### config.mk
export PLATFORM = sky130hd
export DESIGN_NAME = bakraid_pcm_fetch_flat
export DESIGN_NICKNAME = d
export VERILOG_FILES = /design/src/rtl/bakraid_pcm_fetch_if.sv /design/src/rtl/bakraid_pcm_fetch.sv /design/src/flat_wrapper.sv
export SDC_FILE = /design/constraint.sdc
export NUM_CORES = 1
export LEC_CHECK = 0
export CORE_ASPECT_RATIO = 1.25
export CORE_UTILIZATION = 36
export DETAILED_ROUTE_END_ITERATION = 8
export GPL_ROUTABILITY_DRIVEN = 0
export PLACE_DENSITY_LB_ADDON = 0.12
export REMOVE_ABC_BUFFERS = 1
export SYNTH_ARGS = -nofsm -noshare
export SYNTH_HDL_FRONTEND = slang
export SYNTH_SLANG_ARGS = --single-unit
export TNS_END_PERCENT = 1
### constraint.sdc
create_clock -name CLK -period 1.8 [get_ports CLK]
set_clock_uncertainty 0.1 [all_clocks]
set_input_delay 0.36 -clock CLK [delete_from_list [all_inputs] [get_ports CLK]]
set_output_delay 0.36 -clock CLK [all_outputs]
set_load 0.005 [all_outputs]
### src/rtl/bakraid_pcm_fetch_if.sv
// Bus bundle between the YMZ280B ROM read port, the fetch bridge and the three PCM SDRAM slots.
// The slave modport is the bridge; the master modport is the requester/SDRAM side.
interface bakraid_pcm_fetch_if;
   logic        ROM_RD;
   logic [23:0] ROM_ADDR;
   logic [7:0]  ROM_DOUT;
   logic        ROM_VALID;
   logic        PCM_CS;
   logic        PCM1_CS;
   logic        PCM2_CS;
   logic [21:0] PCM_ADDR;
   logic [21:0] PCM1_ADDR;
   logic [21:0] PCM2_ADDR;
   logic        PCM_OK;
   logic        PCM1_OK;
   logic        PCM2_OK;
   logic [7:0]  PCM_DOUT;
   logic [7:0]  PCM1_DOUT;
   logic [7:0]  PCM2_DOUT;
   logic        BUSY;
   logic        TIMEOUT_ERR;

   modport slave (
      input  ROM_RD, ROM_ADDR,
      input  PCM_OK, PCM1_OK, PCM2_OK,
      input  PCM_DOUT, PCM1_DOUT, PCM2_DOUT,
      output ROM_DOUT, ROM_VALID,
      output PCM_CS, PCM1_CS, PCM2_CS,
      output PCM_ADDR, PCM1_ADDR, PCM2_ADDR,
      output BUSY, TIMEOUT_ERR
   );

   modport master (
      output ROM_RD, ROM_ADDR,
      output PCM_OK, PCM1_OK, PCM2_OK,
      output PCM_DOUT, PCM1_DOUT, PCM2_DOUT,
      input  ROM_DOUT, ROM_VALID,
      input  PCM_CS, PCM1_CS, PCM2_CS,
      input  PCM_ADDR, PCM1_ADDR, PCM2_ADDR,
      input  BUSY, TIMEOUT_ERR
   );
endinterface

### src/rtl/bakraid_pcm_fetch.sv
// YMZ280B sample-ROM byte fetch bridge onto three 4 MB PCM SDRAM slots.
// Optional one-entry last-byte cache enabled by defining BAKRAID_PCM_CACHE_EN.
module bakraid_pcm_fetch #(
   parameter int unsigned TIMEOUT = 255
) (
   input  logic                   CLK,
   input  logic                   RESET,
   bakraid_pcm_fetch_if.slave     bus
);

   localparam logic [7:0] TMO_LIM = 8'(TIMEOUT);

   typedef enum logic [1:0] {
      S_IDLE = 2'd0,
      S_ARM  = 2'd1,
      S_WAIT = 2'd2,
      S_DONE = 2'd3
   } state_t;

   state_t      r_state;
   logic [1:0]  r_bank;
   logic [21:0] r_addr;
   logic [7:0]  r_cnt;
   logic [2:0]  r_cs;
   logic [7:0]  r_dout;
   logic        r_valid;
   logic        r_busy;
   logic        r_terr;

   logic [1:0]  w_bank;
   logic        w_ok;
   logic [7:0]  w_din;
   logic        w_hit;

   function automatic logic [2:0] bank_cs(input logic [1:0] bank);
      logic [2:0] cs;
      case (bank)
         2'd0:    cs = 3'b001;
         2'd1:    cs = 3'b010;
         2'd2:    cs = 3'b100;
         default: cs = 3'b000;
      endcase
      return cs;
   endfunction

   assign w_bank = bus.ROM_ADDR[23:22];

   // Only the selected slot's handshake is visible to the FSM.
   always_comb begin
      w_ok  = 1'b0;
      w_din = 8'h00;
      case (r_bank)
         2'd0: begin
            w_ok  = bus.PCM_OK;
            w_din = bus.PCM_DOUT;
         end
         2'd1: begin
            w_ok  = bus.PCM1_OK;
            w_din = bus.PCM1_DOUT;
         end
         2'd2: begin
            w_ok  = bus.PCM2_OK;
            w_din = bus.PCM2_DOUT;
         end
         default: begin
            w_ok  = 1'b0;
            w_din = 8'h00;
         end
      endcase
   end

`ifdef BAKRAID_PCM_CACHE_EN
   logic [23:0] r_tag;
   logic [7:0]  r_cdata;
   logic        r_cvld;

   assign w_hit = r_cvld && (r_tag == bus.ROM_ADDR);

   always_ff @(posedge CLK) begin
      if (RESET) begin
         r_cvld  <= 1'b0;
         r_tag   <= 24'h000000;
         r_cdata <= 8'h00;
      end else if (r_state == S_WAIT && w_ok) begin
         r_cvld  <= 1'b1;
         r_tag   <= {r_bank, r_addr};
         r_cdata <= w_din;
      end
   end
`else
   assign w_hit = 1'b0;
`endif

   always_ff @(posedge CLK) begin
      if (RESET) begin
         r_state <= S_IDLE;
         r_bank  <= 2'd0;
         r_addr  <= 22'h000000;
         r_cnt   <= 8'h00;
         r_cs    <= 3'b000;
         r_dout  <= 8'h00;
         r_valid <= 1'b0;
         r_busy  <= 1'b0;
         r_terr  <= 1'b0;
      end else begin
         r_valid <= 1'b0;
         case (r_state)
            S_IDLE: begin
               if (bus.ROM_RD) begin
                  r_addr <= bus.ROM_ADDR[21:0];
                  r_bank <= w_bank;
                  r_cnt  <= 8'h00;
                  r_busy <= 1'b1;
                  if (w_bank == 2'd3) begin
                     r_dout  <= 8'h00;
                     r_valid <= 1'b1;
                     r_state <= S_DONE;
                  end else if (w_hit) begin
`ifdef BAKRAID_PCM_CACHE_EN
                     r_dout  <= r_cdata;
`else
                     r_dout  <= 8'h00;
`endif
                     r_valid <= 1'b1;
                     r_state <= S_DONE;
                  end else begin
                     r_cs    <= bank_cs(w_bank);
                     r_state <= S_ARM;
                  end
               end
            end
            // OK may still be high from the previous access, so it is not looked at here.
            S_ARM: begin
               r_state <= S_WAIT;
            end
            S_WAIT: begin
               if (w_ok) begin
                  r_dout  <= w_din;
                  r_valid <= 1'b1;
                  r_cs    <= 3'b000;
                  r_state <= S_DONE;
               end else if (r_cnt == TMO_LIM) begin
                  r_dout  <= 8'h00;
                  r_valid <= 1'b1;
                  r_cs    <= 3'b000;
                  r_terr  <= 1'b1;
                  r_state <= S_DONE;
               end else begin
                  r_cnt <= r_cnt + 8'h01;
               end
            end
            S_DONE: begin
               r_busy  <= 1'b0;
               r_state <= S_IDLE;
            end
            default: begin
               r_cs    <= 3'b000;
               r_busy  <= 1'b0;
               r_state <= S_IDLE;
            end
         endcase
      end
   end

   assign bus.PCM_CS      = r_cs[0];
   assign bus.PCM1_CS     = r_cs[1];
   assign bus.PCM2_CS     = r_cs[2];
   assign bus.PCM_ADDR    = r_addr;
   assign bus.PCM1_ADDR   = r_addr;
   assign bus.PCM2_ADDR   = r_addr;
   assign bus.ROM_DOUT    = r_dout;
   assign bus.ROM_VALID   = r_valid;
   assign bus.BUSY        = r_busy;
   assign bus.TIMEOUT_ERR = r_terr;

endmodule

### src/flat_wrapper.sv
// flat-port wrapper written by rule: the top's interface ports become plain ports
module bakraid_pcm_fetch_flat 
#(
   parameter int unsigned TIMEOUT = 255
)
  (CLK, RESET, bus_ROM_RD, bus_ROM_ADDR, bus_PCM_OK, bus_PCM1_OK, bus_PCM2_OK, bus_PCM_DOUT, bus_PCM1_DOUT, bus_PCM2_DOUT, bus_ROM_DOUT, bus_ROM_VALID, bus_PCM_CS, bus_PCM1_CS, bus_PCM2_CS, bus_PCM_ADDR, bus_PCM1_ADDR, bus_PCM2_ADDR, bus_BUSY, bus_TIMEOUT_ERR);
  bakraid_pcm_fetch_if bus_i ();
  input  logic CLK;
  input  logic RESET;
  input wire logic [$bits(bus_i.ROM_RD)-1:0] bus_ROM_RD;
  input wire logic [$bits(bus_i.ROM_ADDR)-1:0] bus_ROM_ADDR;
  input wire logic [$bits(bus_i.PCM_OK)-1:0] bus_PCM_OK;
  input wire logic [$bits(bus_i.PCM1_OK)-1:0] bus_PCM1_OK;
  input wire logic [$bits(bus_i.PCM2_OK)-1:0] bus_PCM2_OK;
  input wire logic [$bits(bus_i.PCM_DOUT)-1:0] bus_PCM_DOUT;
  input wire logic [$bits(bus_i.PCM1_DOUT)-1:0] bus_PCM1_DOUT;
  input wire logic [$bits(bus_i.PCM2_DOUT)-1:0] bus_PCM2_DOUT;
  output wire logic [$bits(bus_i.ROM_DOUT)-1:0] bus_ROM_DOUT;
  output wire logic [$bits(bus_i.ROM_VALID)-1:0] bus_ROM_VALID;
  output wire logic [$bits(bus_i.PCM_CS)-1:0] bus_PCM_CS;
  output wire logic [$bits(bus_i.PCM1_CS)-1:0] bus_PCM1_CS;
  output wire logic [$bits(bus_i.PCM2_CS)-1:0] bus_PCM2_CS;
  output wire logic [$bits(bus_i.PCM_ADDR)-1:0] bus_PCM_ADDR;
  output wire logic [$bits(bus_i.PCM1_ADDR)-1:0] bus_PCM1_ADDR;
  output wire logic [$bits(bus_i.PCM2_ADDR)-1:0] bus_PCM2_ADDR;
  output wire logic [$bits(bus_i.BUSY)-1:0] bus_BUSY;
  output wire logic [$bits(bus_i.TIMEOUT_ERR)-1:0] bus_TIMEOUT_ERR;
  assign bus_i.ROM_RD = bus_ROM_RD;
  assign bus_i.ROM_ADDR = bus_ROM_ADDR;
  assign bus_i.PCM_OK = bus_PCM_OK;
  assign bus_i.PCM1_OK = bus_PCM1_OK;
  assign bus_i.PCM2_OK = bus_PCM2_OK;
  assign bus_i.PCM_DOUT = bus_PCM_DOUT;
  assign bus_i.PCM1_DOUT = bus_PCM1_DOUT;
  assign bus_i.PCM2_DOUT = bus_PCM2_DOUT;
  assign bus_ROM_DOUT = bus_i.ROM_DOUT;
  assign bus_ROM_VALID = bus_i.ROM_VALID;
  assign bus_PCM_CS = bus_i.PCM_CS;
  assign bus_PCM1_CS = bus_i.PCM1_CS;
  assign bus_PCM2_CS = bus_i.PCM2_CS;
  assign bus_PCM_ADDR = bus_i.PCM_ADDR;
  assign bus_PCM1_ADDR = bus_i.PCM1_ADDR;
  assign bus_PCM2_ADDR = bus_i.PCM2_ADDR;
  assign bus_BUSY = bus_i.BUSY;
  assign bus_TIMEOUT_ERR = bus_i.TIMEOUT_ERR;
  bakraid_pcm_fetch #(.TIMEOUT(TIMEOUT)) u_core (.CLK(CLK), .RESET(RESET), .bus(bus_i));
endmodule
**Word-level counts from Yosys, hierarchy flattened**

Cells that the tools add are included.

- Input port bits: 54
- Register bits after elaboration: 48

- Bitwise gates (word level): 1
- Add/sub/neg operators: 1
- Equal/unequal tests: 15
- Reductions and logical operators: 12
- Mux-type cells: 29

Operators by type and width:

| operator | count |
|---|---|
| $mux 8 | 7 |
| $pmux 8 s2 | 2 |
| $pmux 8 s3 | 1 |
| $mux 3 | 4 |
| $reduce_and 4->1 | 3 |
| $eq 2x2->1 const B | 5 |
| $pmux 3 s3 | 1 |
| $add 8x1->8 const B | 1 |
| $eq 8x8->1 const B | 1 |
| $mux 2 | 4 |
| $ne 2x2->1 const B | 4 |
| $pmux 2 s4 | 1 |
| $eq 2x1->1 const B | 3 |
| $logic_not 2->1 | 3 |
| $pmux 3 s2 | 1 |
| $reduce_and 2->1 | 3 |
| $mux 1 | 5 |
| $pmux 1 s2 | 2 |
| $reduce_bool 2->1 | 2 |
| $ne 3x1->1 const B | 1 |
| $pmux 1 s3 | 1 |
| $reduce_and 3->1 | 1 |
| $ne 2x1->1 const B | 1 |
| $not 1->1 | 1 |

**Logic depth before layout (Yosys ltp)**

- Depth in word-level cells: 5
- Depth in mapped cells: 8

**Least setup slack after synthesis**

Ideal clock, no wire load.

- Path kind: reg2reg
- Start: register u_core.r_state[0]
- End: register u_core.r_cnt[5]
- Cell stages (with the launch flop): 8
- Data arrival time: 1.780 ns
- Path buffers: 1
- Library setup time: 0.086 ns
- Period minus slack after synthesis: 1.966 ns
- Required time: 1.614 ns
- Slack: -0.166 ns
- Cells stage by stage: dfxtp_1 > inv_1 > ha_1 > buf_4 > mux2i_1 > or3b_1 > a2111o_1 > a211oi_1

- Word-level cells in the longest chain between the ends: 3
- Elaborated cells between the ends (all ways): 8
- Those cells by class: eq/ne (4); mux (1); reduce/logical (3)

Ends and longest elaborated chain:

| what | line | RTL |
|---|---|---|
| start, declared | bakraid_pcm_fetch.sv:20 | `state_t r_state;` |
| start signal, assigned | bakraid_pcm_fetch.sv:96 | `r_state <= S_IDLE;` |
| start signal, assigned | bakraid_pcm_fetch.sv:117 | `r_state <= S_DONE;` |
| start signal, assigned | bakraid_pcm_fetch.sv:125 | `r_state <= S_DONE;` |
| $eq 2x2->1 / $logic_not 2->1 (equally long branches) | bakraid_pcm_fetch.sv:107 | `case (r_state)` |
| $ne 2x2->1 (no line) / $reduce_bool 2->1 (equally long branches) | -- |  |
| $reduce_and 4->1 (no line) | -- |  |
| end signal, assigned | bakraid_pcm_fetch.sv:149 | `r_cnt <= r_cnt + 8'h01;` |
| end, declared | bakraid_pcm_fetch.sv:23 | `logic [7:0] r_cnt;` |

Several ways; a longest one is shown, not always the timed one.
A chain may end at the register's enable or synchronous reset.

**Final worst setup path**

- Start: register u_core.r_state[1]
- End: register u_core.r_cnt[5]

Same word-level chain as after synthesis.

==> results.cfg <==
[route]
dr.pass1.iters = 4
vias = 2545
antenna_left = 0
drt_iter0_markers = 92
drc_errors = 0
wl_per_cell_um = 13.89
wl_um = 7180
viasPerCell = 4.923

[flow_run]
maxCapViolations = 0

[yosys]
ys_ff_latch = 48
synth.avg_cell_area_um2 = 8.057
syn-cell-area_um2 = 2514
ys_seq_area_share_pct = 38.23
synth_cell_types = 39
ys_warn_count = 0
synth-edff-count = 0
synthFlopType = dfxtp_1
synthArstFlopShare_pct = 0
synthCells = 312

[layout]
final_cell_area_um2 = 3991
nets = 487
layout_common_cells = 133 x clkdlybuf4s50_1, 69 x nand2_1, 44 x dfxtp_1
fillers = 628
n_antenna_cell = 0
final_common_cell = clkdlybuf4s50_1
layout-drive-gt1-share_pct = 14.65
area_delta_synth_final_pct = 58.79

[pwr]
switchingPower_mw = 1.149
irDropWorstVdd_mv = 0.4574
p_leak_nw = 1.439
p_total_mw = 3.532
pwr_density_cell_nw_per_um2 = 884.8
sw_frac_of_total_pct = 32.53
p_int_mw = 2.383
clkPwrFrac_pct = 18.2
p_seq_share_pct = 36.6
pwr-share-comb_pct = 45.2

[grt]
grt.busiest_layer = met2
antenna_found_initial = 0
gr-usage-all-layers_pct = 19.35
grt_pass1_wl_um = 11310
grtUsageMet2_pct = 35.04
use_met3_pct = 5.455
grt_pass1_vias = 2494
use_met1_pct = 21.34
gr-total-overflow = 0
grt_max_degree = 23

[run_status]
outcome = finished with violations
violations = negative setup slack

[cts]
hold_buffers = 0
path_clk_slew_ps = 90
clock_latency_ps = 300
cts_max_level = 2
clock_sinks = 48
cts_tree = built
post_cts_buffers = 0
cts_made_buffers = 5
cts-root-buf = clkbuf_8
cts_max_path_buffers = 2

[hold_path]
hold_path_class = register to register

[placed_design]
portBuffers = 133
post_dp_cell_area_um2 = 3857
hpwlAfterDp_um = 5432
pre_cts_ws_ps = -423.5

[sta]
fin_tns_setup_ps = -18.23
clock.fmax_ghz = 0.5500
hold_viol_final = 0
setup_viol = 1
slew_headroom_pct = 71.89
rsz0062_at_grt = yes
period_share_pct = 101.0
tightestPinTransition_ps = 421.7
layout_setup_ws_ps = -18.23
drv_slew = 0
min_period_ps = 1818

[floorplanning]
rows = 33
dieArea_um2 = 7323
io_pins = 134
dieHeight_um = 95.43
coreArea_um2 = 6648
initial_core_util_pct = 37.81
die_x_um = 76.74

[critical_path]
path_class = register to register
crit_path_start_kind = register
setup.worst_path.end_class = register
path_max_fanout = 3
cp_data_required_time_ps = 1930
arrival_ps = 1950
power groups by stage:
stage          sequential [mW]  combinational [mW]  clock (mW)
6_report                  1.29                1.60       0.641
5_1_grt                   1.32                1.73       0.706
4_1_cts                   1.30                1.59       0.663
3_5_place_dp              1.31                1.57           0
3_3_place_gp              1.31                1.56           0
2_1_floorplan             1.35               0.520           0
area by class of cell:
class                      instances  area, µm²  share of cell area (%)
clock buffer                       5      68.82                   1.724
sequential                        48      965.9                   24.20
multi-input combinational        197       1174                   29.40
clock inverter                     3      18.77                  0.4702
tap                               87      108.9                   2.727
timing repair buffer             172       1637                   41.00
inverter                           5      18.77                  0.4702
worst max-delay path, stage by stage (launching register included):
cell and delay, ps:
dfxtp_2 360, inv_1 60, ha_2 180, mux2i_1 130, or3b_1 390, a2111o_1 330, a211oi_2 190
per-layer routing:
| metal | share of wire [%] | up-vias |
|---|---|---|
| met4 | 1.8 | 0 |
| met2 | 49 | 118 |
| met3 | 8.7 | 12 |
| li1 | - | 1268 |
| met5 | 0 | - |
| met1 | 41 | 1147 |
path summary, 6_finish.rpt:
kind                           from         endpoint  slack, ps  cells past startpoint
hold reg to reg      u_core.r_cs[0]   u_core.r_cs[0]        360                      2
setup reg to reg  u_core.r_state[1]  u_core.r_cnt[5]        -20                      6
hold / removal       u_core.r_cs[0]   u_core.r_cs[0]        360                      2
setup / recovery  u_core.r_state[1]  u_core.r_cnt[5]        -20                      6
repair_timing:
action,4_1_cts,5_1_grt
resized for setup,6,9
pin swaps,2,1
endpoints found under the setup margin,13,19
metrics by stage:
step                util [%]  hold WS (ps)  cells
finish                 60.04         360.3    517
global route           60.04         377.0    517
CTS                    59.59         364.6    517
detailed placement     58.03         350.2    509
global placement       58.03         344.5    509
floorplan                  -         329.1    250
Yosys cell counts (2+ instances only):
cell,count,share of area (%)
a211oi_1,3,0.90
a21oi_1,30,6.0
buf_1,2,0.30
buf_4,45,13
clkbuf_1,15,2.2
dfxtp_1,48,38
ha_1,4,2.0
inv_1,5,0.75
mux2i_1,13,5.2
nand2_1,69,10
nand2b_1,2,0.50
nand3_1,7,1.4
nand4_1,10,2.5
nand4b_1,2,0.70
nor2_1,9,1.3
nor2b_1,2,0.50
nor3_1,2,0.40
o21ai_0,11,2.2
o2bb2ai_1,9,3.1
o31a_1,3,1.0
o31ai_1,2,0.60
o32ai_1,2,0.70
cells by family (layout without fill, tap and decap cells):
logic type	Yosys count	in the layout	synth area share [%]
multiplexers	14	14	5.624
adder cells (fa/ha/maj)	4	4	1.991
AND/OR/NAND/NOR	107	107	18.87
AO/OA/AOI/OAI	72	72	18.57
flip-flops	48	48	38.23
buffers and inverters	67	185	16.72
state kept, by name (all words and copies together) (netlist names):
register	flops
u_core.bus.BUSY	1
u_core.bus.PCM1_ADDR	22
u_core.bus.ROM_DOUT	8
u_core.bus.ROM_VALID	1
u_core.bus.TIMEOUT_ERR	1
u_core.r_bank	2
u_core.r_cnt	8
u_core.r_cs	3
u_core.r_state	2
Note: power is estimated with default switching activity, not from simulation.
